<file path="src/rtl/rumble_pwm.sv">
// Cartridge-port rumble driver: PWM intensity, timed pulses, start-up kick and
// a continuous-on limit that forces a cooldown before the motor may restart.
module rumble_pwm #(
  parameter int PWM_BITS    = 8,
  parameter int TICK_CYCLES = 74250,
  parameter int KICK_MS     = 20,
  parameter int MAX_ON_MS   = 5000,
  parameter int COOLDOWN_MS = 1000
) (
  input  logic                clk_74a,
  input  logic                reset,
  input  logic                active,
  input  logic [PWM_BITS-1:0] intensity,
  input  logic                pulse_start,
  input  logic [15:0]         pulse_ms,
  output logic                busy,
  output logic                cooldown,
  output wire  [7:4]          cart_tran_bank0,
  output logic                cart_tran_bank0_dir,
  output wire  [7:0]          cart_tran_bank1,
  output logic                cart_tran_bank1_dir,
  output wire  [7:0]          cart_tran_bank2,
  output logic                cart_tran_bank2_dir,
  output wire  [7:0]          cart_tran_bank3,
  output logic                cart_tran_bank3_dir
);

  localparam int TW = (TICK_CYCLES > 1) ? $clog2(TICK_CYCLES) : 1;
  localparam int KW = (KICK_MS > 0)     ? $clog2(KICK_MS + 1) : 1;
  localparam int OW = (MAX_ON_MS > 0)   ? $clog2(MAX_ON_MS + 1) : 1;
  localparam int CW = (COOLDOWN_MS > 0) ? $clog2(COOLDOWN_MS + 1) : 1;

  localparam logic [TW-1:0] TICK_LAST = TW'(TICK_CYCLES - 1);
  localparam logic [KW-1:0] KICK_END  = KW'(KICK_MS);
  localparam logic [OW-1:0] ON_END    = OW'(MAX_ON_MS);
  localparam logic [CW-1:0] CD_END    = CW'(COOLDOWN_MS);

  typedef enum logic [1:0] {S_IDLE, S_KICK, S_RUN, S_COOL} state_t;

  state_t               state_q, state_d;
  logic [TW-1:0]        tick_cnt_q, tick_cnt_d;
  logic [15:0]          pulse_rem_q, pulse_rem_d;
  logic [KW-1:0]        kick_cnt_q, kick_cnt_d;
  logic [OW-1:0]        on_cnt_q, on_cnt_d;
  logic [CW-1:0]        cd_cnt_q, cd_cnt_d;
  logic [PWM_BITS-1:0]  pwm_cnt_q, pwm_cnt_d;
  logic                 wr_n_q, wr_n_d;
  logic                 ad1_q, ad1_d;
  logic                 busy_q, busy_d;
  logic                 cooldown_q, cooldown_d;

  logic tick;
  logic demand;
  logic drive_on;

  assign tick     = (tick_cnt_q == TICK_LAST);
  assign demand   = (active | (pulse_rem_q != 16'd0)) & (intensity != '0);
  assign drive_on = (state_q == S_KICK) |
                    ((state_q == S_RUN) & (pwm_cnt_q < intensity));

  // Timebase, pulse timer and PWM ramp run regardless of FSM state.
  always_comb begin
    tick_cnt_d = tick ? '0 : tick_cnt_q + 1'b1;
    pwm_cnt_d  = pwm_cnt_q + 1'b1;
    pulse_rem_d = pulse_rem_q;
    if (pulse_start)
      pulse_rem_d = pulse_ms;
    else if (tick && pulse_rem_q != 16'd0)
      pulse_rem_d = pulse_rem_q - 1'b1;
  end

  always_comb begin
    state_d = state_q;
    case (state_q)
      S_IDLE: if (demand) state_d = (KICK_MS == 0) ? S_RUN : S_KICK;
      S_KICK: begin
        if (!demand)                  state_d = S_IDLE;
        else if (on_cnt_q == ON_END)  state_d = S_COOL;
        else if (kick_cnt_q == KICK_END) state_d = S_RUN;
      end
      S_RUN: begin
        if (!demand)                  state_d = S_IDLE;
        else if (on_cnt_q == ON_END)  state_d = S_COOL;
      end
      S_COOL: if (cd_cnt_q == CD_END) state_d = S_IDLE;
      default: state_d = S_IDLE;
    endcase
  end

  // Each counter is held at zero outside its own state(s), so it starts from
  // zero on entry; on_cnt spans KICK and RUN so it carries across KICK->RUN.
  always_comb begin
    kick_cnt_d = '0;
    on_cnt_d   = '0;
    cd_cnt_d   = '0;
    if (state_q == S_KICK)
      kick_cnt_d = (tick && kick_cnt_q != KICK_END) ? kick_cnt_q + 1'b1 : kick_cnt_q;
    if (state_q == S_KICK || state_q == S_RUN)
      on_cnt_d = (tick && on_cnt_q != ON_END) ? on_cnt_q + 1'b1 : on_cnt_q;
    if (state_q == S_COOL)
      cd_cnt_d = (tick && cd_cnt_q != CD_END) ? cd_cnt_q + 1'b1 : cd_cnt_q;
  end

  always_comb begin
    wr_n_d     = ~drive_on;
    ad1_d      = drive_on ? ~ad1_q : 1'b0;
    busy_d     = (state_q != S_IDLE);
    cooldown_d = (state_q == S_COOL);
  end

  always_ff @(posedge clk_74a) begin
    if (reset) begin
      state_q     <= S_IDLE;
      tick_cnt_q  <= '0;
      pulse_rem_q <= '0;
      kick_cnt_q  <= '0;
      on_cnt_q    <= '0;
      cd_cnt_q    <= '0;
      pwm_cnt_q   <= '0;
      wr_n_q      <= 1'b1;
      ad1_q       <= 1'b0;
      busy_q      <= 1'b0;
      cooldown_q  <= 1'b0;
    end else begin
      state_q     <= state_d;
      tick_cnt_q  <= tick_cnt_d;
      pulse_rem_q <= pulse_rem_d;
      kick_cnt_q  <= kick_cnt_d;
      on_cnt_q    <= on_cnt_d;
      cd_cnt_q    <= cd_cnt_d;
      pwm_cnt_q   <= pwm_cnt_d;
      wr_n_q      <= wr_n_d;
      ad1_q       <= ad1_d;
      busy_q      <= busy_d;
      cooldown_q  <= cooldown_d;
    end
  end

  assign busy     = busy_q;
  assign cooldown = cooldown_q;

  assign cart_tran_bank0 = {1'bz, wr_n_q, 2'bzz};
  assign cart_tran_bank1 = 8'hzz;
  assign cart_tran_bank2 = 8'hzz;
  assign cart_tran_bank3 = {6'bzzzzzz, ad1_q, 1'bz};

  assign cart_tran_bank0_dir = 1'b1;
  assign cart_tran_bank1_dir = 1'b0;
  assign cart_tran_bank2_dir = 1'b0;
  assign cart_tran_bank3_dir = 1'b1;

endmodule

</file>
<file path="config.mk">
export PLATFORM = sky130hd
export DESIGN_NAME = rumble_pwm
export DESIGN_NICKNAME = d
export VERILOG_FILES = /design/src/rtl/rumble_pwm.sv
export SDC_FILE = /design/constraint.sdc
export NUM_CORES = 1
export LEC_CHECK = 0
export CORE_ASPECT_RATIO = 0.6
export CORE_UTILIZATION = 45
export DETAILED_ROUTE_END_ITERATION = 6
export PLACE_DENSITY = 0.69
export SKIP_LAST_GASP = 1
export SLEW_MARGIN = 15
export SYNTH_ARGS = -nofsm -noshare
export SYNTH_HDL_FRONTEND = slang
export SYNTH_SLANG_ARGS = --single-unit
</file>
<file path="constraint.sdc">
create_clock -name clk_74a -period 6.2 [get_ports clk_74a]
set_input_delay 1.86 -clock clk_74a [delete_from_list [all_inputs] [get_ports clk_74a]]
set_output_delay 1.86 -clock clk_74a [all_outputs]
set_load 0.01 [all_outputs]
</file>
# == Word level (Yosys, flattened, before mapping) ==
# Index checks and enable logic that the tools add are counted.
# W data, S select, Z words.
# totals
regBits,75
out_inout_bits,34
elab_cells,67
# op_classes
addsub,6
magnitude_cmp,1
eq_ne,14
n_mux,10
bitwise,9
n_reduce_logical,16
# op_table
cell,count
$mux W16,2
$add A17 B1 Y17 const B,1
$eq A17 B17 Y1 const B,1
$reduce_bool A16 Y1,1
$sub A16 B1 Y16 const B,1
$mux W2,7
$add A13 B1 Y13 const B,1
$eq A13 B13 Y1 const B,1
$ne A13 B13 Y1 const B,1
$add A10 B1 Y10 const B,1
$eq A10 B10 Y1 const B,1
$ne A10 B10 Y1 const B,1
$reduce_or A2 Y1,5
$add A8 B1 Y8 const B,1
$lt A8 B8 Y1,1
$pmux W2 S4,1
$reduce_bool A8 Y1,1
$add A5 B1 Y5 const B,1
$eq A5 B5 Y1 const B,1
$ne A5 B5 Y1 const B,1
$not A1 Y1,5
$eq A2 B2 Y1 const B,2
$logic_and A1 B1 Y1,4
$ne A4 B4 Y1 const B,1
10 further kinds,13

# == Logic depth before layout (Yosys ltp) ==
# Gate-level depths: netlist of run 1.
# logic_depth
depth_word,5
ltp_mapped,9

# == Least setup slack after synthesis of run 1 ==
# OpenSTA, ideal clock, no wires.
# synth_path
kind,in2reg
start,in intensity[1]
end,reg state_q[0]
setup_time_ps,122
t_arrival_ps,2980
slack_ps,3098
cell_stages,5
n_path_buf,0
path_cell_list,nor4_1 -> nand2_1 -> o41ai_2 -> mux2_2 -> o311a_1
# synth_between
elab_chain_cells,4
word_cells_on_any_way,9
classes_between,eq/ne: 3; mux: 3; bitwise: 1; reduce/logical: 2
# synth_rtl
element,line,rtl
"start, declared",13,"input logic [PWM_BITS-1:0] intensity,"
$reduce_bool A8 Y1 (*),57,assign demand = (active | (pulse_rem_q != 16'd0)) & (intensity != '0);
$and A1 B1 Y1 (*),57,
"$ne A4 B4 Y1 (no line), or another cell as far along",-,
$reduce_and A4 Y1 (no line) or $pmux W2 S4 (tied branches),-,
"end signal, assigned",125,state_q <= state_d;
"end, declared",40,"state_t state_q, state_d;"
# Mark *: on every way between the ends. The rest lies on a longest branch, timed or not.
# A chain may end at the register's enable or synchronous reset.

# == Final worst setup path of run 1 ==
# layout_path
start,in intensity[4]
end,reg state_q[0]
# The elaborated chain is that of the path after synthesis.

==> run_results.csv, run 1 <==
group,metric,value,unit
global_routing,grt_max_degree,29,
global_routing,grt_overflow,0,
timing,grt_setup_unrepaired,"no",
logic_synthesis,post_synth_edffs,0,
die,start_util,0.470,
drt,drt-wirelength-per-cell,12.7,um
global_routing,grtUsageTotal,0.175,
clock_tree,post_cts.repair.setup_buffers,0,
global_routing,grt_pass1_wl,12.9,mm
logic_synthesis,syn-mean-instance-area,8.73,um2
worst_setup_path,crit_path_end_kind,"flop",
worst_setup_path,critical_path.startpoint_type,"primary input",
drt,drc,0,
logic_synthesis,yosys_warnings,0,
cells_and_area,fin_nets,544,
drt,detailroute.via_count,3034,
timing,final-max-slew-violation-count,0,
clock_tree,clock_sinks,75,
die,core.rowCount,26,
die,ioPinCount,62,
worst_hold_path,hold_path_class,"reg2reg",
global_routing,vias_in_the_first_global_route,2769,
pwr,maximum_resistive_drop_on_vdd,176,uV
die,design.core.area,8620,um2
worst_setup_path,timing.critical_path.cells,"clkdlybuf4s50_1 > nor4_1 > nand2_1 > o41ai_2 > mux2_2 > o311a_1",
logic_synthesis,ys_seq_area_frac,0.370,
timing,post-route-period-util,0.559,
clock_tree,cts_max_level,3,
worst_setup_path,worstPathMaxFanout,3,
clock_tree,number_of_hold_buffers_added_after_cts,0,
placement,port_buffers,31,
drt,via_per_inst,4.98,
pwr,power_per_cell_area,252,nW/um2
logic_synthesis,cells_after_synthesis,464,
worst_setup_path,timing.critical_path.slowest_stage_cell,"sky130_fd_sc_hd__clkdlybuf4s50_1",
drt,postRouteWirelength,7.72,mm
placement,routabilityCongestion,0.789,
cells_and_area,insertedDiodeCount,0,
worst_setup_path,arrival,3.69,ns
placement,placed_cell_area,4330,um2
worst_setup_path,critPathBufInv,1,
worst_setup_path,crit_required,6.42,ns
worst_setup_path,largest_stage_delay_worst_path,0.43,ns
logic_synthesis,synth_seq_cells,75,
clock_tree,clkLatencyLatePin,0.33,ns
cells_and_area,flow.area_growth_from_synthesis,13.2,%
logic_synthesis,primary_flip_flop_cell_chosen_by_synthesis_mapping,"sky130_fd_sc_hd__dfxtp_1",
timing,timing.clock.skew,0.00851,ns
clock_tree,cts_tree,"yes",
timing,worst-slew-pin-transition,0.551,ns
placement,place.detailed.hpwl,5.68,mm
clock_tree,cts_resized,0,
clock_tree,root_buffer,"sky130_fd_sc_hd__clkbuf_16",
worst_setup_path,worst_path_dominant_cell_family,"simple AND/OR/NAND/NOR gates",
drt,first_pass_iters,4,
die,die-area,9400,um2
drt,antenna_violating_nets_post_route,0,
timing,fmax,0.288,GHz
clock_tree,clk_transition_reported_paths,0.05,ns
flow_run,max_cap_viol_count,0,
pwr,static-leakage-power,1.78,nW
cells_and_area,final_design_area_no_fill,4590,um2
logic_synthesis,synth_cell_type_count,46,
timing,finalSetupTns,0,ns
drt,drt_iter0_drc,144,
clock_tree,tritoncts.num_buffers,9,
die,dieWidth,125,um
timing,rel_slew_slack,0.629,
cells_and_area,drive_gt1_frac,0.0483,
timing,finalHoldViolations,0,
outcome,outcome,"finished clean",
timing,post-route-min-period,3.47,ns
die,chipHeight,75.5,um
worst_setup_path,crit_type,"in2reg",
global_routing,grt_antenna_before_repair,0,
logic_synthesis,ys_async_sr_fraction,0,
timing,report.final.setup_viol,0,
logic_synthesis,syn_area,4050,um2
clock_tree,clock_path_buffers,2,
-- per-layer routing --
| metal | track usage | up-vias | routed length [um] |
|---|---|---|---|
| met5 | 0 | - | 0 |
| li1 | - | 1570 | - |
| met1 | 0.230 | 1377 | 3970 |
| met2 | 0.266 | 78 | 3260 |
| met3 | 0.0604 | 9 | 393 |
| met4 | 0.0723 | 0 | 95 |
-- synth_stat cells (2+ instances only) --
library cell	instances	area share
sky130_fd_sc_hd__dfxtp_1	75	0.37
sky130_fd_sc_hd__nor2_1	75	0.069
sky130_fd_sc_hd__buf_4	33	0.061
sky130_fd_sc_hd__xor2_1	31	0.067
sky130_fd_sc_hd__nand2_1	30	0.028
sky130_fd_sc_hd__xnor2_1	26	0.056
sky130_fd_sc_hd__ha_1	23	0.071
sky130_fd_sc_hd__nand3_1	23	0.028
sky130_fd_sc_hd__inv_1	22	0.020
sky130_fd_sc_hd__and3_1	13	0.020
sky130_fd_sc_hd__a21oi_1	12	0.015
sky130_fd_sc_hd__nand4_1	12	0.019
sky130_fd_sc_hd__a211oi_1	10	0.019
sky130_fd_sc_hd__clkbuf_1	8	0.0074
sky130_fd_sc_hd__o21ai_0	7	0.0086
sky130_fd_sc_hd__nor2b_1	6	0.0093
sky130_fd_sc_hd__nor3_1	6	0.0074
sky130_fd_sc_hd__and4_1	5	0.011
sky130_fd_sc_hd__nor4_1	4	0.0062
sky130_fd_sc_hd__or3_1	4	0.0062
sky130_fd_sc_hd__and2_1	3	0.0046
sky130_fd_sc_hd__nand4b_1	3	0.0065
sky130_fd_sc_hd__nor4b_4	3	0.018
sky130_fd_sc_hd__a21o_1	2	0.0037
sky130_fd_sc_hd__a311oi_1	2	0.0043
sky130_fd_sc_hd__conb_1	2	0.0019
sky130_fd_sc_hd__o211ai_1	2	0.0037
sky130_fd_sc_hd__o21a_1	2	0.0037
sky130_fd_sc_hd__o21bai_1	2	0.0037
sky130_fd_sc_hd__o311a_1	2	0.0049
-- cells by family after synthesis --
kind of cell,Yosys count,share of synthesized area
muxes,2,0.00525
other,2,0.00185
AOI/OAI and AO/OA,45,0.0815
xor gates and xnor gates,57,0.123
buffers and inverters,65,0.0926
DFF,75,0.370
adders and majority gates,23,0.0710
and+or+nand+nor,195,0.254
-- worst reg2reg max path, stage by stage, from the launching register on --
cell and delay (ns):
sky130_fd_sc_hd__dfxtp_1 0.41, sky130_fd_sc_hd__ha_1 0.19, sky130_fd_sc_hd__nor4b_4 0.26, sky130_fd_sc_hd__nand4_4 0.27, sky130_fd_sc_hd__a41oi_4 0.45, sky130_fd_sc_hd__nand2_1 0.11
sky130_fd_sc_hd__or3_1 0.32, sky130_fd_sc_hd__a311oi_1 0.26
-- metrics by stage --
stage / cells / hold WS, ns / utilization / setup slack (ns) / total power (W)
after floorplan: 492 / 0.392 / - / 3.10 / 0.000656
after global placement: 594 / 0.420 / 0.502 / 2.39 / 0.000693
after detailed placement: 594 / 0.421 / 0.502 / 2.37 / 0.000698
after CTS: 609 / 0.439 / 0.532 / 2.72 / 0.00117
after global routing: 609 / 0.462 / 0.532 / 2.69 / 0.00122
final: 609 / 0.435 / 0.532 / 2.73 / 0.00116
-- layout make-up --
class	count	area, um2
sequential	75	1500
clock buffer	12	246
timing repair buffer	32	318
inverter	23	86.3
fill	781	4030
tap	112	140
clock inverter	3	15.0
multi-input combinational	352	2280
-- report_power, final --
part | switching (W) | internal [W]
Clock | 0.000189 | 0.000277
Sequential | 0.0000189 | 0.000505
Combinational | 0.0000909 | 0.0000739
Total | 0.000298 | 0.000857
-- flip-flops by register name, summed over array words and instances (netlist names) --
name and count:
kick_cnt_q 5, cooldown 1, on_cnt_q 13, wr_n_q 1, busy 1, tick_cnt_q 17
ad1_q 1, pulse_rem_q 16, pwm_cnt_q 8, state_q 2, cd_cnt_q 10
-- path summary, 6_finish.rpt --
| kind | start | to | slack [ns] | cells after the start |
|---|---|---|---|---|
| max | intensity[4] | state_q[0] | 2.73 | 6 |
| min | ad1_q | ad1_q | 0.44 | 1 |
| max reg2reg | tick_cnt_q[0] | pulse_rem_q[3] | 3.85 | 7 |
| min reg2reg | ad1_q | ad1_q | 0.44 | 1 |
-- cells in the final DEF, fill, tap and decap left out, types with 13 or more instances in the layout --
| cell | count |
|---|---|
| sky130_fd_sc_hd__inv_1 | 22 |
| sky130_fd_sc_hd__and3_1 | 13 |
| sky130_fd_sc_hd__ha_1 | 23 |
| sky130_fd_sc_hd__xnor2_1 | 26 |
| sky130_fd_sc_hd__clkdlybuf4s50_1 | 31 |
| sky130_fd_sc_hd__nand2_1 | 30 |
| sky130_fd_sc_hd__dfxtp_1 | 75 |
| sky130_fd_sc_hd__nand3_1 | 23 |
| sky130_fd_sc_hd__xor2_1 | 31 |
| sky130_fd_sc_hd__conb_1 | 30 |
| sky130_fd_sc_hd__nor2_1 | 75 |
Power figures use the tool's default switching activity.
==> run 2, diff against run 1 <==
Clock period 6.2 ns to 3.5 ns, I/O delays scaled along.
==> run 2 against run 1 <==
Against the previous run:
- clock skew fell by 0.0032 ns
- critical endpoint unchanged
- critical path type unchanged
- first-iteration DRC count fell by 2.8%
- critical path depth unchanged
- worst setup slack got worse by 1.9 ns
==> run_results.csv, run 2 (synthesized netlist as in run 1, its figures left out) <==
group,metric,value,unit
outcome,outcome,"finished clean",
timing,report.final.setup_viol,0,
cells_and_area,register_with_the_highest_flop_count,"tick_cnt_q",
pwr,power_switching,0.000542,W
drt,first_pass_iters,4,
clock_tree,cts_max_level,3,
clock_tree,tritoncts.num_buffers,9,
worst_setup_path,r2r_setup_slack,1.16,ns
pwr,power.switching_fraction,0.231,
clock_tree,post_cts.repair.setup_buffers,0,
cells_and_area,registers_with_the_most_flip_flops,"tick_cnt_q: 17 flops, pulse_rem_q: 16 flops, on_cnt_q: 13 flops",
global_routing,grt_overflow,0,
clock_tree,clk_transition_reported_paths,0.05,ns
global_routing,grt_pass1_wl,13.8,mm
drt,drt-wirelength-per-cell,13.4,um
clock_tree,root_buffer,"sky130_fd_sc_hd__clkbuf_16",
clock_tree,cts_tree,"yes",
timing,worst-slew-pin-transition,0.637,ns
clock_tree,clock_path_buffers,2,
timing,fmax,0.377,GHz
pwr,power.share.sequential,0.395,
die,design.core.area,8620,um2
cells_and_area,insertedDiodeCount,0,
timing,finalSetupTns,0,ns
placement,port_buffers,31,
timing,finalHoldViolations,0,
pwr,maximum_resistive_drop_on_vdd,266,uV
clock_tree,cts_resized,0,
pwr,static-leakage-power,1.83,nW
cells_and_area,num-fill-cells,785,
drt,via_per_inst,5.06,
drt,postRouteWirelength,8.14,mm
timing,final-max-slew-violation-count,0,
timing,post-route-min-period,2.65,ns
worst_hold_path,hold_path_class,"reg2reg",
die,die-area,9400,um2
pwr,power_per_cell_area,501,nW/um2
clock_tree,clkLatencyLatePin,0.34,ns
pwr,combinationalPowerShare,0.125,
worst_setup_path,crit_path_end_kind,"flop",
worst_setup_path,critical_path.startpoint_type,"primary input",
clock_tree,number_of_hold_buffers_added_after_cts,0,
die,core.rowCount,26,
cells_and_area,mostFrequentLayoutCells,"75 x sky130_fd_sc_hd__nor2_1, 75 x sky130_fd_sc_hd__dfxtp_1, 31 x sky130_fd_sc_hd__xor2_1, 31 x sky130_fd_sc_hd__clkdlybuf4s50_1",
pwr,power.total,0.00235,W
worst_setup_path,crit_required,3.72,ns
placement,place.detailed.hpwl,5.74,mm
worst_setup_path,crit_type,"in2reg",
cells_and_area,drive_gt1_frac,0.0523,
die,ioPinCount,62,
global_routing,grtUsageTotal,0.186,
timing,post-route-period-util,0.758,
timing,grt_setup_unrepaired,"no",
global_routing,vias_in_the_first_global_route,2955,
die,dieWidth,125,um
drt,drt_iter0_drc,140,
drt,drc,0,
timing,timing.clock.skew,0.00536,ns
die,chipHeight,75.5,um
worst_setup_path,worstPathMaxFanout,3,
drt,detailroute.via_count,3082,
drt,antenna_violating_nets_post_route,0,
cells_and_area,flow.area_growth_from_synthesis,15.7,%
pwr,internal_power,0.00181,W
global_routing,grt_max_degree,29,
cells_and_area,final_core_utilization,0.544,
die,start_util,0.470,
placement,routabilityCongestion,0.801,
cells_and_area,fin_nets,544,
cells_and_area,largest_reg_flops,17,
timing,rel_slew_slack,0.571,
pwr,p_clk_frac,0.480,
global_routing,grt_antenna_before_repair,0,
clock_tree,clock_sinks,75,
worst_setup_path,arrival,2.88,ns
flow_run,max_cap_viol_count,0,
## run 2: routing by layer
layer / GRT usage / routed length [um]
met3: 0.0569 / 321
met1: 0.228 / 3930
met2: 0.320 / 3810
met5: 0 / 0
met4: 0.0629 / 81
## run 2: final timing paths
kind	from	end	cells past startpoint
setup reg to reg	tick_cnt_q[0]	pulse_rem_q[3]	7
setup / recovery	intensity[1]	state_q[0]	6
hold / removal	ad1_q	ad1_q	1
hold reg to reg	ad1_q	ad1_q	1
## run 2: critical path, cell delays in order
cell and delay, ns:
sky130_fd_sc_hd__clkdlybuf4s50_1 0.42, sky130_fd_sc_hd__nor4_1 0.41, sky130_fd_sc_hd__nand2_1 0.15, sky130_fd_sc_hd__o41ai_2 0.10, sky130_fd_sc_hd__mux2_2 0.40, sky130_fd_sc_hd__o311a_1 0.34
## run 2: per-stage QoR
| stage | setup WS (ns) | area [um2] | std cells | hold slack (ns) |
|---|---|---|---|---|
| 2_1_floorplan | 1.21 | 4160 | 492 | 0.392 |
| 3_3_place_gp | 0.526 | 4330 | 594 | 0.406 |
| 3_5_place_dp | 0.497 | 4330 | 594 | 0.412 |
| 4_1_cts | 0.852 | 4690 | 609 | 0.436 |
| 5_1_grt | 0.794 | 4690 | 609 | 0.446 |
| 6_report | 0.846 | 4690 | 609 | 0.423 |
## run 2: cell type report
cell class                      count  area (um2)  share of cell area
Multi-Input combinational cell    352        2280               0.486
Sequential cell                    75        1500               0.320
Timing Repair Buffer               32         318              0.0678
Clock buffer                       10         239              0.0509
Tap cell                          112         140              0.0299
Clock inverter                      5         125              0.0267
Inverter                           23        86.3              0.0184
## run 2: power groups by stage
stage / logic [W] / registers (W) / clock network [W]
floorplan: 0.000223 / 0.000939 / 0
global placement: 0.000283 / 0.000945 / 0
detailed placement: 0.000290 / 0.000945 / 0
CTS: 0.000295 / 0.000929 / 0.00115
global route: 0.000329 / 0.000934 / 0.00120
finish: 0.000293 / 0.000929 / 0.00113
==> run 3, diff against run 2 <==
Clock period 3.5 ns to 2.5 ns, I/O delays scaled along.
==> run 3 against run 2 <==
Against the previous run:
- global-route usage is 0.17 points lower
- wire length is 1.4% lower
- final cell count is 1.5% higher
- hold slack better by 0.0033 ns
- core utilization is 0.38 points lower
- sequential cell count stayed put
- cell area is 0.69% lower
- die area stayed put
- critical endpoint unchanged
- largest power group is now registers
- highest routed layer unchanged
==> run_results.csv, run 3 (synthesized netlist as in run 1, its figures left out) <==
group,metric,value,unit
global_routing,grt_overflow,0,
clock_tree,cts_resized,0,
timing,timing.clock.skew,0.00867,ns
global_routing,grt_antenna_before_repair,0,
global_routing,grt_max_degree,29,
clock_tree,cts_max_level,3,
pwr,power_per_cell_area,623,nW/um2
timing,worst-slew-pin-transition,0.586,ns
die,chipHeight,75.5,um
placement,place.detailed.hpwl,5.96,mm
drt,route.met3.wl,433,um
timing,post-route-period-util,0.927,
timing,final-max-slew-violation-count,0,
clock_tree,number_of_hold_buffers_added_after_cts,0,
timing,finalHoldViolations,0,
cells_and_area,largest_reg_flops,17,
drt,first_pass_iters,5,
flow_run,max_cap_viol_count,0,
cells_and_area,drive_gt1_frac,0.0672,
outcome,outcome,"finished clean",
global_routing,grtUsageTotal,0.184,
clock_tree,clock_sinks,75,
clock_tree,clk_transition_reported_paths,0.06,ns
global_routing,vias_in_the_first_global_route,2850,
placement,routabilityCongestion,0.776,
clock_tree,clkLatencyLatePin,0.34,ns
timing,report.final.setup_viol,0,
cells_and_area,fin_nets,552,
cells_and_area,final_design_area_no_fill,4660,um2
die,start_util,0.470,
cells_and_area,register_with_the_highest_flop_count,"tick_cnt_q",
clock_tree,tritoncts.num_buffers,9,
cells_and_area,layoutNonFillerInstCount,618,
drt,antenna_violating_nets_post_route,0,
drt,met1_length,3.83,mm
worst_setup_path,worst-r2r-cell-count,5,
worst_setup_path,rr_startpoint,"pulse_rem_q[6]",
die,dieWidth,125,um
drt,drc,0,
placement,placedCellCount,602,
die,ioPinCount,62,
pwr,static-leakage-power,1.83,nW
cells_and_area,insertedDiodeCount,0,
timing,post-route-worst-setup-slack,0.182,ns
global_routing,grt_pass1_wl,13.5,mm
die,design.core.area,8620,um2
worst_setup_path,critical_path.startpoint_type,"primary input",
die,die-area,9400,um2
worst_setup_path,endpoint_of_the_worst_slack_reg_to_reg_timing_path,"state_q[0]",
worst_setup_path,crit_path_start,"intensity[1]",
drt,via_per_inst,5.02,
worst_setup_path,critical_path_capture_point,"state_q[0]",
clock_tree,root_buffer,"sky130_fd_sc_hd__clkbuf_16",
die,core.rowCount,26,
drt,met2RoutedLength,3.57,mm
drt,maxUsedRoutingLayer,"met4",
placement,detailedPlace.worstSlack,-0.190,ns
cells_and_area,num-fill-cells,793,
timing,post-route-min-period,2.32,ns
worst_setup_path,r2r_setup_slack,0.19,ns
cells_and_area,mostFrequentLayoutCells,"75 x sky130_fd_sc_hd__nor2_1, 75 x sky130_fd_sc_hd__dfxtp_1, 31 x sky130_fd_sc_hd__xor2_1, 31 x sky130_fd_sc_hd__clkdlybuf4s50_1",
clock_tree,clock_path_buffers,2,
drt,postRouteWirelength,8.02,mm
cells_and_area,flow.area_growth_from_synthesis,14.9,%
drt,drt-wirelength-per-cell,13.0,um
worst_setup_path,worstPathMaxFanout,3,
clock_tree,post_cts.repair.setup_buffers,0,
drt,detailroute.via_count,3104,
cells_and_area,registers_with_the_most_flip_flops,"tick_cnt_q: 17 flops, pulse_rem_q: 16 flops, on_cnt_q: 13 flops",
placement,port_buffers,31,
drt,drt_iter0_drc,167,
timing,fmax,0.431,GHz
worst_setup_path,arrival,2.54,ns
timing,rel_slew_slack,0.606,
worst_setup_path,crit_path_end_kind,"flop",
timing,grt_setup_unrepaired,"no",
worst_hold_path,hold_path_class,"reg2reg",
clock_tree,cts_tree,"yes",
pwr,maximum_resistive_drop_on_vdd,358,uV
worst_setup_path,crit_required,2.72,ns
placement,placed_cell_area,4390,um2
worst_setup_path,crit_type,"in2reg",
## run 3: cell types whose count changed in the layout (fill, tap and decap cells not counted), sizes merged
cell / delta
clkinv: +4
bufinv: -4
buf: +8
clkbuf: +1
## run 3: worst min path at each step
stage | startpoint | end | slack (ns) | cells past startpoint
2_1_floorplan | ad1_q | ad1_q | 0.39 | 1
3_3_place_gp | ad1_q | ad1_q | 0.41 | 1
3_5_place_dp | ad1_q | ad1_q | 0.41 | 1
4_1_cts | ad1_q | ad1_q | 0.43 | 1
5_1_grt | ad1_q | ad1_q | 0.45 | 1
6_report | ad1_q | ad1_q | 0.43 | 1
## run 3: cell type report
cell class                 instances  area [um2]  share of cell area
sequential                        75        1500               0.322
inverter                          23        86.3              0.0185
clock inverter                     5        28.8             0.00618
multi-input combinational        352        2280               0.490
tap                              112         140              0.0301
clock buffer                      11         243              0.0521
timing repair buffer              40         378              0.0811
## run 3: where the power goes
part / leakage [nW] / internal (W) / switching (W)
clock network: 0.139 / 0.000693 / 0.000487
logic: 1.08 / 0.000190 / 0.000233
registers: 0.610 / 0.00125 / 0.0000448
total: 1.83 / 0.00214 / 0.000764
## run 3: routing by layer
layer | track usage | vias up
li1 | - | 1594
met3 | 0.0527 | 16
met5 | 0 | -
met2 | 0.310 | 70
met1 | 0.225 | 1424
met4 | 0.0870 | 0
## run 3: per-stage QoR
stage	power (W)	utilization	hold WS, ns	setup TNS, ns
final	0.00290	0.540	0.426	0
after floorplan	0.00163	-	0.392	0
after global placement	0.00173	0.509	0.405	-0.203
after detailed placement	0.00174	0.509	0.410	-0.461
after CTS	0.00293	0.540	0.429	0
after global routing	0.00304	0.540	0.455	0
## run 3: worst max-delay path, cell delays in order
cell	delay, ns
sky130_fd_sc_hd__clkdlybuf4s50_1	0.42
sky130_fd_sc_hd__nor4_1	0.38
sky130_fd_sc_hd__nand2_1	0.14
sky130_fd_sc_hd__o41ai_2	0.10
sky130_fd_sc_hd__mux2_2	0.40
sky130_fd_sc_hd__o311a_1	0.35
